===== config.mk =====
export PLATFORM = sky130hd
export DESIGN_NAME = fifo_block_reader
export DESIGN_NICKNAME = d
export VERILOG_FILES = /design/src/rtl/aes_usb_pkg.sv /design/src/rtl/fifo_block_reader.sv
export SDC_FILE = /design/constraint.sdc
export NUM_CORES = 1
export LEC_CHECK = 0
export CAP_MARGIN = 20
export CORE_ASPECT_RATIO = 0.7
export CORE_MARGIN = 10
export CORE_UTILIZATION = 51
export CTS_BUF_LIST = sky130_fd_sc_hd__clkbuf_8 sky130_fd_sc_hd__clkbuf_16
export DETAILED_ROUTE_END_ITERATION = 7
export GPL_ROUTABILITY_DRIVEN = 1
export PLACE_DENSITY = 0.85
export SLEW_MARGIN = 15
export SYNTH_ARGS = -nofsm -noshare
export SYNTH_HDL_FRONTEND = slang
export SYNTH_SLANG_ARGS = --single-unit

===== constraint.sdc =====
create_clock -name clk -period 3.05 [get_ports clk]
set_input_delay 0.61 -clock clk [delete_from_list [all_inputs] [get_ports clk]]
set_output_delay 0.61 -clock clk [all_outputs]
set_load 0.02 [all_outputs]

===== src/rtl/aes_usb_pkg.sv =====
// Types and constants shared by the AES/USB datapath blocks.
package aes_usb_pkg;

    localparam int unsigned BLOCK_BYTES = 16;
    localparam int unsigned BLOCK_BITS  = 128;

    typedef logic [BLOCK_BITS-1:0] aes_block_t;

    typedef enum logic {RD_FILL, RD_VALID} rd_state_t;

endpackage


===== src/rtl/fifo_block_reader.sv =====
// Pops bytes from a show-ahead FIFO and packs them into AES blocks, MSB lane first.
module fifo_block_reader
    import aes_usb_pkg::*;
#(
    parameter int unsigned NUMBITS    = 8,
    parameter int unsigned BLOCKBYTES = BLOCK_BYTES,
    parameter int unsigned CNTBITS    = 5
) (
    input  logic                          clk,
    input  logic                          rst,
    input  logic                          fifo_empty,
    input  logic [NUMBITS-1:0]            fifo_r_data,
    output logic                          fifo_r_en,
    input  logic                          flush,
    output logic [NUMBITS*BLOCKBYTES-1:0] block_data,
    output logic [CNTBITS-1:0]            block_len,
    output logic                          block_valid,
    input  logic                          block_ready
);

    localparam logic [CNTBITS-1:0] LAST_IDX = CNTBITS'(BLOCKBYTES - 1);

    rd_state_t                     state_q, state_d;
    logic [CNTBITS-1:0]            count_q;
    logic [NUMBITS*BLOCKBYTES-1:0] shift_q;
    logic                          pop;
    logic                          close;

    always_comb begin
        state_d = state_q;
        pop     = 1'b0;
        close   = 1'b0;
        unique case (state_q)
            RD_FILL: begin
                pop   = !fifo_empty;
                // A flush on an empty FIFO only closes a block that already holds data.
                close = (pop && (count_q == LAST_IDX || flush)) ||
                        (flush && fifo_empty && count_q != '0);
                if (close) state_d = RD_VALID;
            end
            RD_VALID: begin
                if (block_ready) state_d = RD_FILL;
            end
            default: state_d = RD_FILL;
        endcase
        fifo_r_en = pop && !rst;
    end

    always_ff @(posedge clk) begin
        if (rst) begin
            state_q <= RD_FILL;
            count_q <= '0;
            shift_q <= '0;
        end else begin
            state_q <= state_d;
            if (state_q == RD_VALID && block_ready) begin
                count_q <= '0;
                shift_q <= '0;
            end else if (pop) begin
                count_q <= count_q + CNTBITS'(1);
                for (int i = 0; i < int'(BLOCKBYTES); i++) begin
                    if (count_q == CNTBITS'(i))
                        shift_q[(int'(BLOCKBYTES) - 1 - i)*int'(NUMBITS) +: NUMBITS] <= fifo_r_data;
                end
            end
        end
    end

    // count_q freezes at the final length while the block waits in RD_VALID.
    assign block_valid = (state_q == RD_VALID);
    assign block_len   = block_valid ? count_q : '0;
    assign block_data  = shift_q;

endmodule

==> impl_metrics.tcl, run 1 <==
set metrics [dict create \
    status "finished, final reports clean" \
    final-setup-viol-count 0 \
    start_kind "flop" \
    rsz0062_at_grt "false" \
    nNetsFinal 657 \
    track_usage_pct 20.0 \
    overflow 0 \
    rows 30 \
    cts_tree "done" \
    tightest_slew_ns 0.814 \
    path_max_fanout 17 \
    min_from "block_data[70]" \
    rr_worst_depth 3 \
    final_max_slew_viol_count 0 \
    place.gp.congestion 0.858 \
    fp.dieW_um 140 \
    fp.dieArea_um2 14500 \
    dr.first_iter.drc_count 271 \
    min_path_type "flop to flop" \
    yosysSeqAreaShare_pct 52.6 \
    slowest_stage "dfxtp_1" \
    relSlewSlack_pct 45.6 \
    cts_hold_buf 0 \
    fin_crit_sh_pct 91.0 \
    fmax_ghz 0.360 \
    clockBufferDepth 2 \
    clock-sinks 134 \
    synth_area_um2 5100 \
    synth_warnings 0 \
    final_area_um2 7250 \
    final_cell_mix "clkdlybuf4s50_1, nand2_1, dfxtp_1" \
    via_count 4034 \
    cts_htree_levels 4 \
    initial_core_util_pct 52.5 \
    worst_slack_ns 0.274 \
    drive_gt1_share_pct 9.36 \
    crit_type "flop to output port" \
    leakage_uw 0.00332 \
    grt_max_degree 51 \
    final_common_cell "clkdlybuf4s50_1" \
    grt_pass1_wl_mm 23.3 \
    crit_required_ns 2.44 \
    vdd_ir_drop_max_v 0.000494 \
    die_y_um 104 \
    cts_resized 0 \
    clkSlewWorstSetupHoldPaths_ns 0.06 \
    min_to "block_data[70]" \
    final-hold-violation-count 0 \
    area_growth_pct 42.2 \
    syn_area_per_cell_um2 10.4 \
    boundaryPins 148 \
    fillers 674 \
    syn_inst 492 \
    path_cells "or2_0 > nor2_1 > clkdlybuf4s50_1" \
    avgRoutedWirePerCell_um 19.1 \
    clock_latency_ns 0.40 \
    antennaDiodeCount 0 \
    post_cts_buffers 0 \
    pre_cts_slack_ns 0.424 \
    endpoint_kind "output port" \
    p_total_uw 3950 \
    arrival_ns 2.17 \
    drv_cap 0 \
    ys_types 31 \
    max_stage_delay_ns 0.85 \
    wl_mm 14.9 \
    dr.pass1.iters 5 \
    detail-route-antenna-nets 0 \
    r2r-end "block_data[71]" \
    period_needed_ns 2.78 \
    r2r_start "block_valid" \
    cts-buffers-inserted 17 \
    r2r_slack_ns 0.95 \
    timing.hold.ws_ns 0.459 \
    whs_path_depth 2 \
    post-dp-hpwl_mm 10.6 \
    synth_nets 510 \
    tns_ns 0 \
    crit_start "block_valid" \
    synth_seq_cells 134 \
    grt_pass1_vias 4143 \
    clock_skew_ns 0.00699 \
    fp.coreArea_um2 9720 \
    drc 0 \
    numPortBuffers 147 \
    root_buffer "clkbuf_16" \
    vias_per_cell 5.17 \
    power_density_nw_per_um2 545 \
    dpl-instance-area_um2 6700 \
    antenna_found_initial 0 \
]
## synthesized netlist by cell type
cell type  number  area, um2
o31a_1          1       8.76
inv_1           4       15.0
nor4b_4         1       23.8
nand2_2         7       43.8
nand3_2         2       20.0
a31oi_1         1       6.26
nor3b_1         2       15.0
xnor2_1         2       17.5
ha_1            5       62.6
nand4_2         2       25.0
nand3_1         1       5.00
nor2b_1         6       37.5
mux2i_1       128       1280
and2_1          6       37.5
buf_4           1       7.51
nor4b_2         1       15.0
dfxtp_1       134       2680
a21oi_1         2       10.0
a211oi_1        1       7.51
and4bb_2        1       12.5
nor4_2          1       12.5
and3_1          1       6.26
buf_2          27        135
nor2_8          1       20.0
or4_1           1       7.51
or2_0           1       6.26
a21o_1          1       7.51
nand2_1       134        503
clkbuf_1        3       11.3
nor2_1         13       48.8
o211ai_1        1       7.51
## routing by layer
layer	track usage, %	share of wire, %	routed length (um)
met2	33.0	49	7260
met1	23.1	41	6140
met3	9.12	9.5	1420
met4	4.75	0.72	108
met5	0	0	0
## power breakdown
group	internal, uW	leakage [uW]	switching [uW]	total (uW)
clock network	1130	0.000275	742	1870
registers	1770	0.00108	28.2	1800
logic	104	0.00196	172	277
total	3010	0.00332	943	3950
## area by class of cell
cell class                      count  area, um2  share of cell area (%)
Sequential cell                   134       2680                    37.0
Multi-Input combinational cell    323       2260                    31.1
Timing Repair Buffer              159       1590                    21.9
Clock buffer                       18        439                    6.05
Tap cell                          128        160                    2.21
Clock inverter                     14        111                    1.54
Inverter                            4       15.0                   0.207
## flip-flops by register name (all words and copies together) (netlist names)
register     flops
block_data     128
count_q          5
block_valid      1
## worst max-delay path by stage
| stage | slack [ns] | to | depth (start not counted) |
|---|---|---|---|
| global placement | 0.41 | fifo_r_en | 4 |
| detailed placement | 0.42 | fifo_r_en | 4 |
| floorplan | 1.11 | fifo_r_en | 3 |
| global route | 0.15 | fifo_r_en | 3 |
| finish | 0.27 | fifo_r_en | 3 |
| CTS | 0.27 | fifo_r_en | 3 |
## through the flow
step                utilization [%]  std cells
finish                         74.6        780
global route                   74.6        780
CTS                            74.6        780
detailed placement             69.0        748
global placement               69.0        748
floorplan                         -        492
## critical path, delay by kind of cell (launching register included)
family	cells	cell delay, ns
flops	1	0.85
buf+inv	1	0.54
simple gates	2	0.37
## logic make-up after synthesis
group / Yosys count / synth area share [%]
muxes: 128 / 25.1
and+or+nand+nor: 181 / 16.5
DFF: 134 / 52.6
adders and majority gates: 5 / 1.23
buffers and inverters: 35 / 3.31
AOI/OAI and AO/OA: 7 / 0.933
xor gates and xnor gates: 2 / 0.344
(Power assumes the default switching activity.)
==> run 2: changes to the inputs <==
- CORE_ASPECT_RATIO: 0.7 -> unset
- HOLD_SLACK_MARGIN: unset -> 0.08
==> run 2 against run 1 <==
Total power grew 3.5%. Largest power group unchanged. Non-clock buffer count shrank 8. Maximum frequency shrank 2.5%. Die area shrank 0.44%. Worst setup slack lost 0.070 ns.
==> impl_metrics.tcl, run 2 (synthesis gave the netlist of run 1 again) <==
set metrics [dict create \
    cp_num_cells 3 \
    r2r_start "block_valid" \
    rr_worst_depth 3 \
    fp.coreArea_um2 9770 \
    fp.dieArea_um2 14400 \
    wl_mm 14.7 \
    nNetsFinal 649 \
    dr.pass1.iters 6 \
    dr.first_iter.drc_count 231 \
    final_common_cell "clkdlybuf4s50_1" \
    clkSlewWorstSetupHoldPaths_ns 0.06 \
    tightest_slew_ns 0.810 \
    area_growth_pct 41.8 \
    final_area_um2 7230 \
    via_count 3990 \
    cts-buffers-inserted 17 \
    grt_max_degree 78 \
    fp.dieW_um 120 \
    fin_crit_sh_pct 93.3 \
    clock_latency_ns 0.51 \
    antenna_found_initial 0 \
    detail-route-antenna-nets 0 \
    clockBufferDepth 2 \
    track_usage_pct 20.3 \
    vdd_ir_drop_max_v 0.000388 \
    grt_pass1_wl_mm 23.3 \
    crit_start "block_valid" \
    drive_gt1_share_pct 7.92 \
    final-hold-violation-count 0 \
    rows 36 \
    cts_htree_levels 4 \
    crit_family "flip-flops" \
    post-dp-hpwl_mm 10.6 \
    grt_pass1_vias 4294 \
    die_y_um 120 \
    fillers 648 \
    root_buffer "clkbuf_8" \
    post_cts_buffers 0 \
    max_stage_delay_ns 0.85 \
    drv_cap 0 \
    cts_hold_buf 0 \
    arrival_ns 2.24 \
    cts_resized 0 \
    period_needed_ns 2.85 \
    overflow 0 \
    dp.cells 745 \
    antennaDiodeCount 0 \
    place.gp.congestion 0.791 \
    relSlewSlack_pct 45.9 \
    fmax_ghz 0.351 \
    final_max_slew_viol_count 0 \
    boundaryPins 148 \
    avgRoutedWirePerCell_um 19.0 \
    endpoint_kind "output port" \
    r2r-end "block_data[67]" \
    final-setup-viol-count 0 \
    dpl-instance-area_um2 6640 \
    slowest_stage "dfxtp_1" \
    min_path_type "flop to flop" \
    path_cells "or2_0 > nor2_1 > clkdlybuf4s50_1" \
    r2r_slack_ns 0.92 \
    final_cell_mix "clkdlybuf4s50_1, nand2_1, dfxtp_1" \
    tns_ns 0 \
    drc 0 \
    critPathCapture "fifo_r_en" \
    path_max_fanout 17 \
    crit_required_ns 2.44 \
    power_density_nw_per_um2 565 \
    numPortBuffers 147 \
    clock_skew_ns 0.00967 \
    largest_register_ffs 128 \
    crit_type "flop to output port" \
    status "finished, final reports clean" \
    path_buf_inv 1 \
    rsz0062_at_grt "false" \
    clock-sinks 134 \
    cts_tree "done" \
    vias_per_cell 5.14 \
    start_kind "flop" \
    instances_no_fill 777 \
    initial_core_util_pct 52.2 \
    leakage_uw 0.00329 \
]
[run 2: area by class of cell]
class	instances	area, um2	area share (%)
multi-input combinational	323	2260	31.2
tap	133	166	2.30
timing repair buffer	151	1510	20.9
clock buffer	17	414	5.73
clock inverter	15	180	2.49
sequential	134	2680	37.1
inverter	4	15.0	0.208
[run 2: tightest hold or removal path: cells and delay by family, from the launching register on]
family	cells	cell delay, ns
flip-flops	1	0.30
AND/OR/NAND/NOR	1	0.05
multiplexers	1	0.05
[run 2: how the worst min path moves through the flow]
stage / start / endpoint / slack (ns) / cells after the start
after floorplan: count_q[1] / count_q[1] / 0.49 / 2
after global placement: block_data[75] / block_data[75] / 0.44 / 2
after detailed placement: block_data[76] / block_data[76] / 0.45 / 2
after CTS: block_data[103] / block_data[103] / 0.46 / 2
after global routing: block_data[77] / block_data[77] / 0.48 / 2
final: block_data[103] / block_data[103] / 0.46 / 2
[run 2: metrics by stage]
stage	util [%]	hold slack, ns	power, uW	worst slack (ns)
detailed placement	67.9	0.449	2100	0.413
global placement	67.9	0.441	2090	0.422
floorplan	-	0.489	2000	1.11
finish	74.0	0.457	4090	0.204
global route	74.0	0.476	4210	0.111
CTS	74.0	0.460	4110	0.188
[run 2: layer usage]
layer  global-route usage (%)  up-vias  wire [um]
met3                     8.58       12       1290
met4                     7.69        0        202
met1                     21.3     1955       5600
met2                     35.5      107       7650
li1                         -     1916          -
met5                        0        -          0
[run 2: power by group]
group | switching, uW | internal [uW] | total [uW] | leakage, uW
clock network | 778 | 1250 | 2030 | 0.000290
registers | 27.5 | 1770 | 1800 | 0.00108
logic | 166 | 93.4 | 259 | 0.00192
